## src/rtl/k005297_pkg.sv

```systemverilog
// Shared defaults and mode encodings for the K005297 page shift register slice.
package k005297_pkg;

  localparam int unsigned DW_DEFAULT  = 12;
  localparam int unsigned NCH_DEFAULT = 4;

  typedef enum logic {
    BIT_LSBF = 1'b0,
    BIT_MSBF = 1'b1
  } bit_order_e;

  typedef enum logic {
    FILL_ZERO   = 1'b0,
    FILL_RECIRC = 1'b1
  } fill_mode_e;

  typedef enum logic {
    ST_IDLE  = 1'b0,
    ST_SHIFT = 1'b1
  } shift_state_e;

endpackage

```

## src/rtl/k005297_pgreg_file.sv

```systemverilog
// NCH x DW page register file: synchronous write port, combinational read mux
// that always returns the contents from before this cycle's write.
module k005297_pgreg_file
  import k005297_pkg::*;
#(
  parameter int unsigned DW   = DW_DEFAULT,
  parameter int unsigned NCH  = NCH_DEFAULT,
  parameter int unsigned SELW = 2
) (
  input  logic            clk,
  input  logic            rst,
  input  logic            en,
  input  logic            we,
  input  logic [SELW-1:0] wsel,
  input  logic [DW-1:0]   wdata,
  input  logic [SELW-1:0] rsel,
  output logic [DW-1:0]   rdata,
  output logic [DW-1:0]   page0
);

  logic [DW-1:0] page_q [NCH];
  logic [DW-1:0] page_d [NCH];

  // Next contents: selected page replaced on a write strobe.
  always_comb begin
    page_d = page_q;
    if (we) page_d[wsel] = wdata;
  end

  // Page storage, cleared by reset, updated only on enabled cycles.
  always_ff @(posedge clk) begin
    if (rst) begin
      for (int unsigned i = 0; i < NCH; i++) page_q[i] <= '0;
    end else if (en) begin
      page_q <= page_d;
    end
  end

  // Reads come from the registered array, so a same-cycle write is not visible.
  always_comb begin
    rdata = page_q[rsel];
    page0 = page_q[0];
  end

endmodule

```

## src/rtl/k005297_pgsr_multi.sv

```systemverilog
// Page register file plus serialising shift register with start/stop window,
// selectable bit order and fill, bit counter with auto-stop, deferred loads.
module k005297_pgsr_multi
  import k005297_pkg::*;
#(
  parameter int unsigned DW   = DW_DEFAULT,
  parameter int unsigned NCH  = NCH_DEFAULT,
  parameter int unsigned SELW = 2,
  parameter int unsigned CNTW = 5
) (
  input  logic            i_MCLK,
  input  logic            i_SYS_RST,
  input  logic            i_CLK2M_PCEN_n,
  input  logic            i_PGREG_LD,
  input  logic [SELW-1:0] i_PGREG_WSEL,
  input  logic [15:0]     i_DIN,
  input  logic [SELW-1:0] i_PGREG_RSEL,
  input  logic            i_PGREG_SR_LD_EN,
  input  logic            i_SHIFT_START,
  input  logic            i_SHIFT_STOP,
  input  logic            i_MODE_MSBF,
  input  logic            i_MODE_RECIRC,
  output logic [DW-1:0]   o_PGREG0_Q,
  output logic            o_PGREG_SR_SHIFT,
  output logic            o_PGREG_SR_BIT,
  output logic [CNTW-1:0] o_PGREG_SR_CNT,
  output logic            o_PGREG_SR_DONE,
  output logic            o_PGREG_LD_PEND
);

  localparam logic [CNTW-1:0] CNT_LAST = CNTW'(DW - 1);
  localparam logic [CNTW-1:0] CNT_FULL = CNTW'(DW);

  logic            en;
  shift_state_e    state_q, state_d;
  logic [DW-1:0]   sr_q, sr_d;
  logic [CNTW-1:0] cnt_q, cnt_d;
  logic            done_q, done_d;
  logic            pend_q, pend_d;
  logic [SELW-1:0] psel_q, psel_d;
  logic [SELW-1:0] rd_sel;
  logic [DW-1:0]   rd_data;
  logic            ser_bit;
  logic            fill_bit;
  bit_order_e      order;
  fill_mode_e      fmode;
  logic            unused_din;

  assign en         = ~i_CLK2M_PCEN_n;
  assign unused_din = ^i_DIN;

  k005297_pgreg_file #(
    .DW   (DW),
    .NCH  (NCH),
    .SELW (SELW)
  ) u_pgreg_file (
    .clk   (i_MCLK),
    .rst   (i_SYS_RST),
    .en    (en),
    .we    (i_PGREG_LD),
    .wsel  (i_PGREG_WSEL),
    .wdata (i_DIN[DW-1:0]),
    .rsel  (rd_sel),
    .rdata (rd_data),
    .page0 (o_PGREG0_Q)
  );

  // Serial tap and fill bit follow the live mode inputs; a fresh load request
  // takes the read port ahead of any captured deferred select.
  always_comb begin
    order    = bit_order_e'(i_MODE_MSBF);
    fmode    = fill_mode_e'(i_MODE_RECIRC);
    ser_bit  = (order == BIT_MSBF) ? sr_q[DW-1] : sr_q[0];
    fill_bit = (fmode == FILL_RECIRC) ? ser_bit : 1'b0;
    rd_sel   = i_PGREG_SR_LD_EN ? i_PGREG_RSEL : psel_q;
  end

  // Next-state: shift/count/auto-stop while in the window, load/start otherwise.
  always_comb begin
    state_d = state_q;
    sr_d    = sr_q;
    cnt_d   = cnt_q;
    done_d  = 1'b0;
    pend_d  = pend_q;
    psel_d  = psel_q;
    unique case (state_q)
      ST_SHIFT: begin
        sr_d = (order == BIT_MSBF) ? {sr_q[DW-2:0], fill_bit}
                                   : {fill_bit, sr_q[DW-1:1]};
        if (cnt_q != CNT_FULL) cnt_d = cnt_q + CNTW'(1);
        if (cnt_q == CNT_LAST) begin
          state_d = ST_IDLE;
          done_d  = 1'b1;
        end
        if (i_SHIFT_STOP) state_d = ST_IDLE;
        if (i_PGREG_SR_LD_EN) begin
          pend_d = 1'b1;
          psel_d = i_PGREG_RSEL;
        end
      end
      default: begin
        if (i_PGREG_SR_LD_EN || pend_q) begin
          sr_d   = rd_data;
          cnt_d  = '0;
          pend_d = 1'b0;
        end
        if (i_SHIFT_START && !i_SHIFT_STOP) begin
          state_d = ST_SHIFT;
          cnt_d   = '0;
        end
      end
    endcase
  end

  // State registers: reset on any edge, otherwise advance only when enabled.
  always_ff @(posedge i_MCLK) begin
    if (i_SYS_RST) begin
      state_q <= ST_IDLE;
      sr_q    <= '0;
      cnt_q   <= '0;
      done_q  <= 1'b0;
      pend_q  <= 1'b0;
      psel_q  <= '0;
    end else if (en) begin
      state_q <= state_d;
      sr_q    <= sr_d;
      cnt_q   <= cnt_d;
      done_q  <= done_d;
      pend_q  <= pend_d;
      psel_q  <= psel_d;
    end
  end

  // Output mapping.
  always_comb begin
    o_PGREG_SR_SHIFT = (state_q == ST_SHIFT);
    o_PGREG_SR_BIT   = ser_bit;
    o_PGREG_SR_CNT   = cnt_q;
    o_PGREG_SR_DONE  = done_q;
    o_PGREG_LD_PEND  = pend_q;
  end

endmodule

```

## config.mk

```make
export PLATFORM = sky130hd
export DESIGN_NAME = k005297_pgsr_multi
export DESIGN_NICKNAME = d
export VERILOG_FILES = /design/src/rtl/k005297_pkg.sv /design/src/rtl/k005297_pgreg_file.sv /design/src/rtl/k005297_pgsr_multi.sv
export SDC_FILE = /design/constraint.sdc
export NUM_CORES = 1
export LEC_CHECK = 0
export CORE_MARGIN = 1.5
export CORE_UTILIZATION = 40
export DETAILED_ROUTE_END_ITERATION = 6
export PLACE_DENSITY = 0.67
export SLEW_MARGIN = 20
export SYNTH_ARGS = -nofsm -noshare
export SYNTH_HDL_FRONTEND = slang
export SYNTH_HIERARCHICAL = 1
export SYNTH_SLANG_ARGS = --single-unit
```

## constraint.sdc

```tcl
create_clock -name i_MCLK -period 2.9 [get_ports i_MCLK]
set_clock_uncertainty 0.2 [all_clocks]
set_input_delay 0.58 -clock i_MCLK [delete_from_list [all_inputs] [get_ports i_MCLK]]
set_output_delay 0.58 -clock i_MCLK [all_outputs]
set_load 0.1 [all_outputs]
```

# Word level (Yosys, flattened, before mapping)
# Index checks and enable logic that the tools add are counted.
# op_classes
add_sub_neg	1
n_mul	0
div_mod_pow	0
magnitude_cmp	3
n_eq_ne	4
shift	0
n_mux	25
n_bitwise	3
reduce_logical	11
# ops
cell	n
2-to-1 mux 12 bit	6
bitwise mux 48 bit	1
binary-select mux 12 bit (select 2 bit)	1
demux 12 bit (select 2 bit)	1
2-to-1 mux 5 bit	4
2-to-1 mux 1 bit	11
greater-or-equal comparator 3 bit (second input constant)	2
NOT 2 -> 3 bit	2
AND reduction 2 bit	3
AND reduction 3 bit	2
adder 5 x 1 -> 5 bit (second input constant)	1
equality test 5 x 4 -> 1 bit (second input constant)	1
!= test 5 x 4 -> 1 bit (second input constant)	1
< comparator 3 x 1 -> 1 bit (second input constant)	1
nonzero test 3 bit	1
logical AND 1 bit	2
2-to-1 mux 2 bit	1
!= test 2 x 1 -> 1 bit (second input constant)	1
!= test 2 bit (second input constant)	1
nonzero test 2 bit	1
logical NOT 1 bit	1
logical OR 1 bit	1
NOT 1 bit	1
# word_totals
ff_bits	70
latch_bits	0
ramBits	0
mem_bits_ro	0
inputBits	29
memories	0

# Depth between registers and ports, before layout
# logic_depth
depth_word	7
mapped_depth	6

# By module
# The synthesis kept the hierarchy.
# by_module_without_submodules
mod	instances	cells_per_inst	area_each_um2	seq_area_each_um2
k005297_pgreg_file	1	199	2361.0	960.9
k005297_pgsr_multi	1	142	1189.9	440.4

# Worst setup path before layout
# No wires, ideal clock.
# synth_timing
kind	reg-to-reg
start	register cnt_q[0] (netlist: o_PGREG_SR_CNT[0])
end	register cnt_q[0] (netlist: o_PGREG_SR_CNT[0])
setup_time_ns	0.087
t_arrival_ns	2.102
t_required_ns	2.613
path_slack_ns	0.511
stages_incl_launch_ff	7
path_cell_list	dfxtp_1 -> inv_1 -> ha_1 -> nand2_1 -> nor3_1 -> or4_1 -> o31ai_1
# synth_via
elab_chain_cells	3
word_cells_on_any_way	6
classes_between	add/sub: 1; eq/ne: 2; mux: 2; reduce/logical: 1
# synth_lines
item	line_no	rtl
start, declared	k005297_pgsr_multi.sv:37	logic [CNTW-1:0] cnt_q, cnt_d;
start signal, assigned	k005297_pgsr_multi.sv:127	cnt_q <= cnt_d;
adder 5 x 1 -> 5 bit or != test 5 x 4 -> 1 bit (tied branches)	k005297_pgsr_multi.sv:90	if (cnt_q != CNT_FULL) cnt_d = cnt_q + CNTW'(1);
2-to-1 mux 5 bit or != test 2 x 1 -> 1 bit (tied branches)	--	
2-to-1 mux 5 bit or AND reduction 3 bit (tied branches)	--	
# Parallel ways exist; a longest one is shown, timed or not. The select of a mux whose other input is x is not followed.
# A chain may end at the register's enable or synchronous reset.

# Worst setup path in the final report
# layout_timing
start	input i_PGREG_SR_LD_EN
end	register sr_q[11]
# layout_via
elab_chain_cells	7
word_cells_on_any_way	10
classes_between	mux: 6; bitwise: 1; reduce/logical: 3
# layout_lines
item	line_no	rtl
start, declared	k005297_pgsr_multi.sv:18	input logic i_PGREG_SR_LD_EN,
2-to-1 mux 2 bit	--	
named net rd_sel[0]	k005297_pgsr_multi.sv:41	logic [SELW-1:0] rd_sel;
NOT 2 -> 3 bit (not written as such)	k005297_pgreg_file.sv:41	rdata = page_q[rsel];
binary-select mux 12 bit (select 2 bit)	k005297_pgreg_file.sv:41	
2-to-1 mux 12 bit (not written as such) (2 in a row)	k005297_pgreg_file.sv:41	
named net rd_data[11]	k005297_pgsr_multi.sv:42	logic [DW-1:0] rd_data;
2-to-1 mux 12 bit	k005297_pgsr_multi.sv:102	if (i_PGREG_SR_LD_EN || pend_q) begin
2-to-1 mux 12 bit	k005297_pgsr_multi.sv:86	unique case (state_q)
end signal, assigned	k005297_pgsr_multi.sv:126	sr_q <= sr_d;
end, declared	k005297_pgsr_multi.sv:36	logic [DW-1:0] sr_q, sr_d;
# The timed path passes the listed nets, and every way through them passes these cells. The select of a mux whose other input is x is not followed.

==> summary.txt <==
Outcome
  – Outcome: complete, no violations

Yosys
  – Mean Syn Cell Area: about 10 um2
  – Synth Flop Type: dfxtp_1
  – Synthesized Nets: between 300 and 400
  – Ys Warns: 6
  – Mapped cell area: 3550 um2
  – Number of flops mapped to enable cells by yosys: 0
  – Synth area leaders: dfxtp_1 (39%), mux2i_1 (14%), nand2b_1 (11%)
  – Post-synth top area cell: dfxtp_1
  – Post-synth cell types: 37
  – Post-synth top area share: a little under 40%
  – Yosys reg bits: 70
  – Sequential fraction of the synthesis area: 39.5%
  – Synth async-reset ratio: 0%
  – Syn Inst Count: 341

Finish
  – Final #Nets: 405
  – Final core utilization: 48.0%
  – FILL cells: ~800
  – # diodes: 0
  – Most frequent cells in the layout: dfxtp_1 (70), nand2b_1 (62), mux2i_1 (48), buf_4 (31), nor2_1 (24)
  – Fraction of layout cells with a size suffix above 1: around a fifth
  – Most common cell after layout, fill and taps aside: dfxtp_1
  – Synthesis-to-finish area growth: 17.4%

Floorplanning
  – Die X: 97.2 um
  – Placeable Area: 8680 um2
  – Chip Height: 97.2 um
  – Starting Density: 40.9%
  – Rows: 34
  – IO Count: 50
  – Die footprint: between 9000 and 10000 um2

Setup path
  – Worst EP required: ~2900 ps
  – R2r worst-path depth: 5
  – Critical path capture point type: flip-flop
  – Worst Setup SP: i_PGREG_SR_LD_EN
  – Critical-path top delay cell: clkdlybuf4s50_1
  – Crit Reg-Reg Startpoint: psel_q[0]
  – Worst path cell trace: clkdlybuf4s50_1 > mux2_2 > mux4_2 > or3_1 > a21oi_1 > nor3_1
  – Buf+Inv Stages, Crit Path: 1
  – Cell family with most CP delay: multiplexers
  – Worst Setup Start Kind: input port
  – Worst endpoint data arrival time: roughly 2600 ps
  – R2r setup slk: 920 ps
  – Reg2reg end: sr_q[11]
  – Kind of critical path: in -> reg
  – Critical path's largest stage delay: around 540 ps
  – Number of cells on the critical path: 6
  – CP max FO: 4

Clock network
  – CTS clock-pin slew for the worst setup and hold paths: ~70 ps
  – Num CTS Buffers: 9
  – CTS tree: yes
  – Max H-tree Level: 3
  – Clock tree buffer depth: 2
  – CTS Root Cell: clkbuf_8
  – Resized cells post-CTS: 0
  – Clk Latency, worst-skew pair: 340 ps
  – Postcts setup bufs: 0
  – Clock sink total: 70
  – Hold Buf Count CTS: 0

Routing
  – DRC viols: 0
  – Post-route ant nets: 0
  – Via count: 2503
  – WL final: 7.23 mm
  – DR WL/cell: 14.9 um
  – Initial DRC count: 91
  – Vias per std cell: 5.14
  – DRT Pass-1 Iters: 4

STA
  – PnR worst setup slack: 363 ps
  – Worst Tran Pin Value: ~470 ps
  – Crit path time final: 2540 ps
  – Final setup fails: 0
  – Slew Limit Fails: 0
  – Hold Slack: between 200 and 300 ps
  – RSZ-0062 raised after global routing: false
  – Relative slew slack: 68.5%
  – Final period util: 87.5%
  – Post-route setup TNS: 0 ps
  – Fmax: 394 MHz
  – Fin. Hold Viols: 0

Global routing
  – Initial antenna violation count: 0
  – Grt ovf: 0
  – Number of global-route vias before repair: 2477
  – Largest net degree at the start of global routing: 63
  – Global-route wire length before repair: 12.3 mm
  – GRT Total Usage: 16.1%

Pwr
  – Pwr/cell area: around 500 nW/um2
  – Static leakage: 1.74 nW
  – Worst-case vdd ir drop: approximately 0.22 mV

Placed design
  – Final HPWL DP: between 5 and 6 mm
  – IO Port Bufs: 45
  – Pre-CTS setup slack: about 15 ps
  – Placer congestion estimate: 0.756

Hold path
  – HP Class: reg -> reg
  – Worst hold stages: 2
  – Worst hold start: u_pgreg_file/page_q[7]
  – Endpoint, Worst Hold: u_pgreg_file/page_q[7]

Run
  – Max cap viols: 0
-- logic make-up (layout without fill, tap and decap cells) --
family	after synthesis	count (layout)	synth area share, %
AO/OA/AOI/OAI	37	37	7.26
AND/OR/NAND/NOR	119	119	20.0
flip-flops	70	70	39.5
multiplexers	75	75	25.9
buffers and inverters	38	76	6.69
adder cells (fa/ha/maj)	2	2	0.705
-- power breakdown --
group | leakage, nW | total [W] | switching [W] | internal [W]
logic | 1.07 | 0.000291 | 0.000159 | 0.000132
registers | 0.568 | 0.00101 | 0.0000225 | 0.000991
clock network | 0.106 | 0.000795 | 0.000355 | 0.000440
total | 1.74 | 0.00210 | 0.000536 | 0.00156
-- final cells by class --
| type | instances | area, um2 | share of cell area [%] |
|---|---|---|---|
| multi-input cells | 233 | 1910 | 45.9 |
| flip-flops and latches | 70 | 1400 | 33.6 |
| clock buffers | 12 | 155 | 3.72 |
| clock inverters | 4 | 45.0 | 1.08 |
| inverters | 3 | 11.3 | 0.270 |
| well taps | 108 | 135 | 3.24 |
| repair buffers | 57 | 508 | 12.2 |
-- tightest hold or removal path: cells and delay by family, from the launching register on --
kind / cells / cell delay (ps)
flip-flops: 1 / 310
multiplexers: 1 / 60
AND/OR/NAND/NOR: 1 / 60
-- sequential cells by signal, summed over array words and instances (netlist names) --
| register | count |
|---|---|
| o_PGREG_LD_PEND | 1 |
| u_pgreg_file/page0 | 12 |
| o_PGREG_SR_DONE | 1 |
| psel_q | 2 |
| o_PGREG_SR_SHIFT | 1 |
| o_PGREG_SR_CNT | 5 |
| u_pgreg_file/page_q | 36 |
| sr_q | 12 |
-- synth_stat cells (2+ instances only) --
cell type  count
buf_4         15
buf_6          4
a211oi_1      11
mux2i_1       48
ha_1           2
mux4_2        12
clkbuf_1       9
nor2_1        24
or4_1          2
nor3_1         7
nand3_1        4
inv_1          2
or3_1          2
mux2_2        15
nand2_1        9
a21oi_1        7
dfxtp_1       70
a22oi_1       10
buf_2          7
nand2b_1      62
o21ai_0        2
o31ai_1        2
-- worst max path at each step --
stage                        end
2_1_floorplan  o_PGREG_SR_CNT[0]
3_3_place_gp            sr_q[11]
3_5_place_dp            sr_q[11]
4_1_cts                 sr_q[11]
5_1_grt                 sr_q[11]
6_report                sr_q[11]
-- layer usage --
metal	GRT usage (%)	routed length, um	part of all wire [%]	up-vias
li1	-	-	-	1265
met1	20.6	3410	47	1185
met2	26.8	3460	48	45
met3	4.17	296	4.1	8
met4	5.16	72	1.0	0
met5	0	0	0	-
-- per-stage QoR --
stage	total power [W]	instances	area (um2)
finish	0.00210	487	4170
global route	0.00219	487	4170
CTS	0.00212	487	4170
detailed placement	0.00133	471	3970
global placement	0.00132	471	3970
floorplan	0.00124	341	3550
Note: power is estimated with default switching activity, not from simulation.
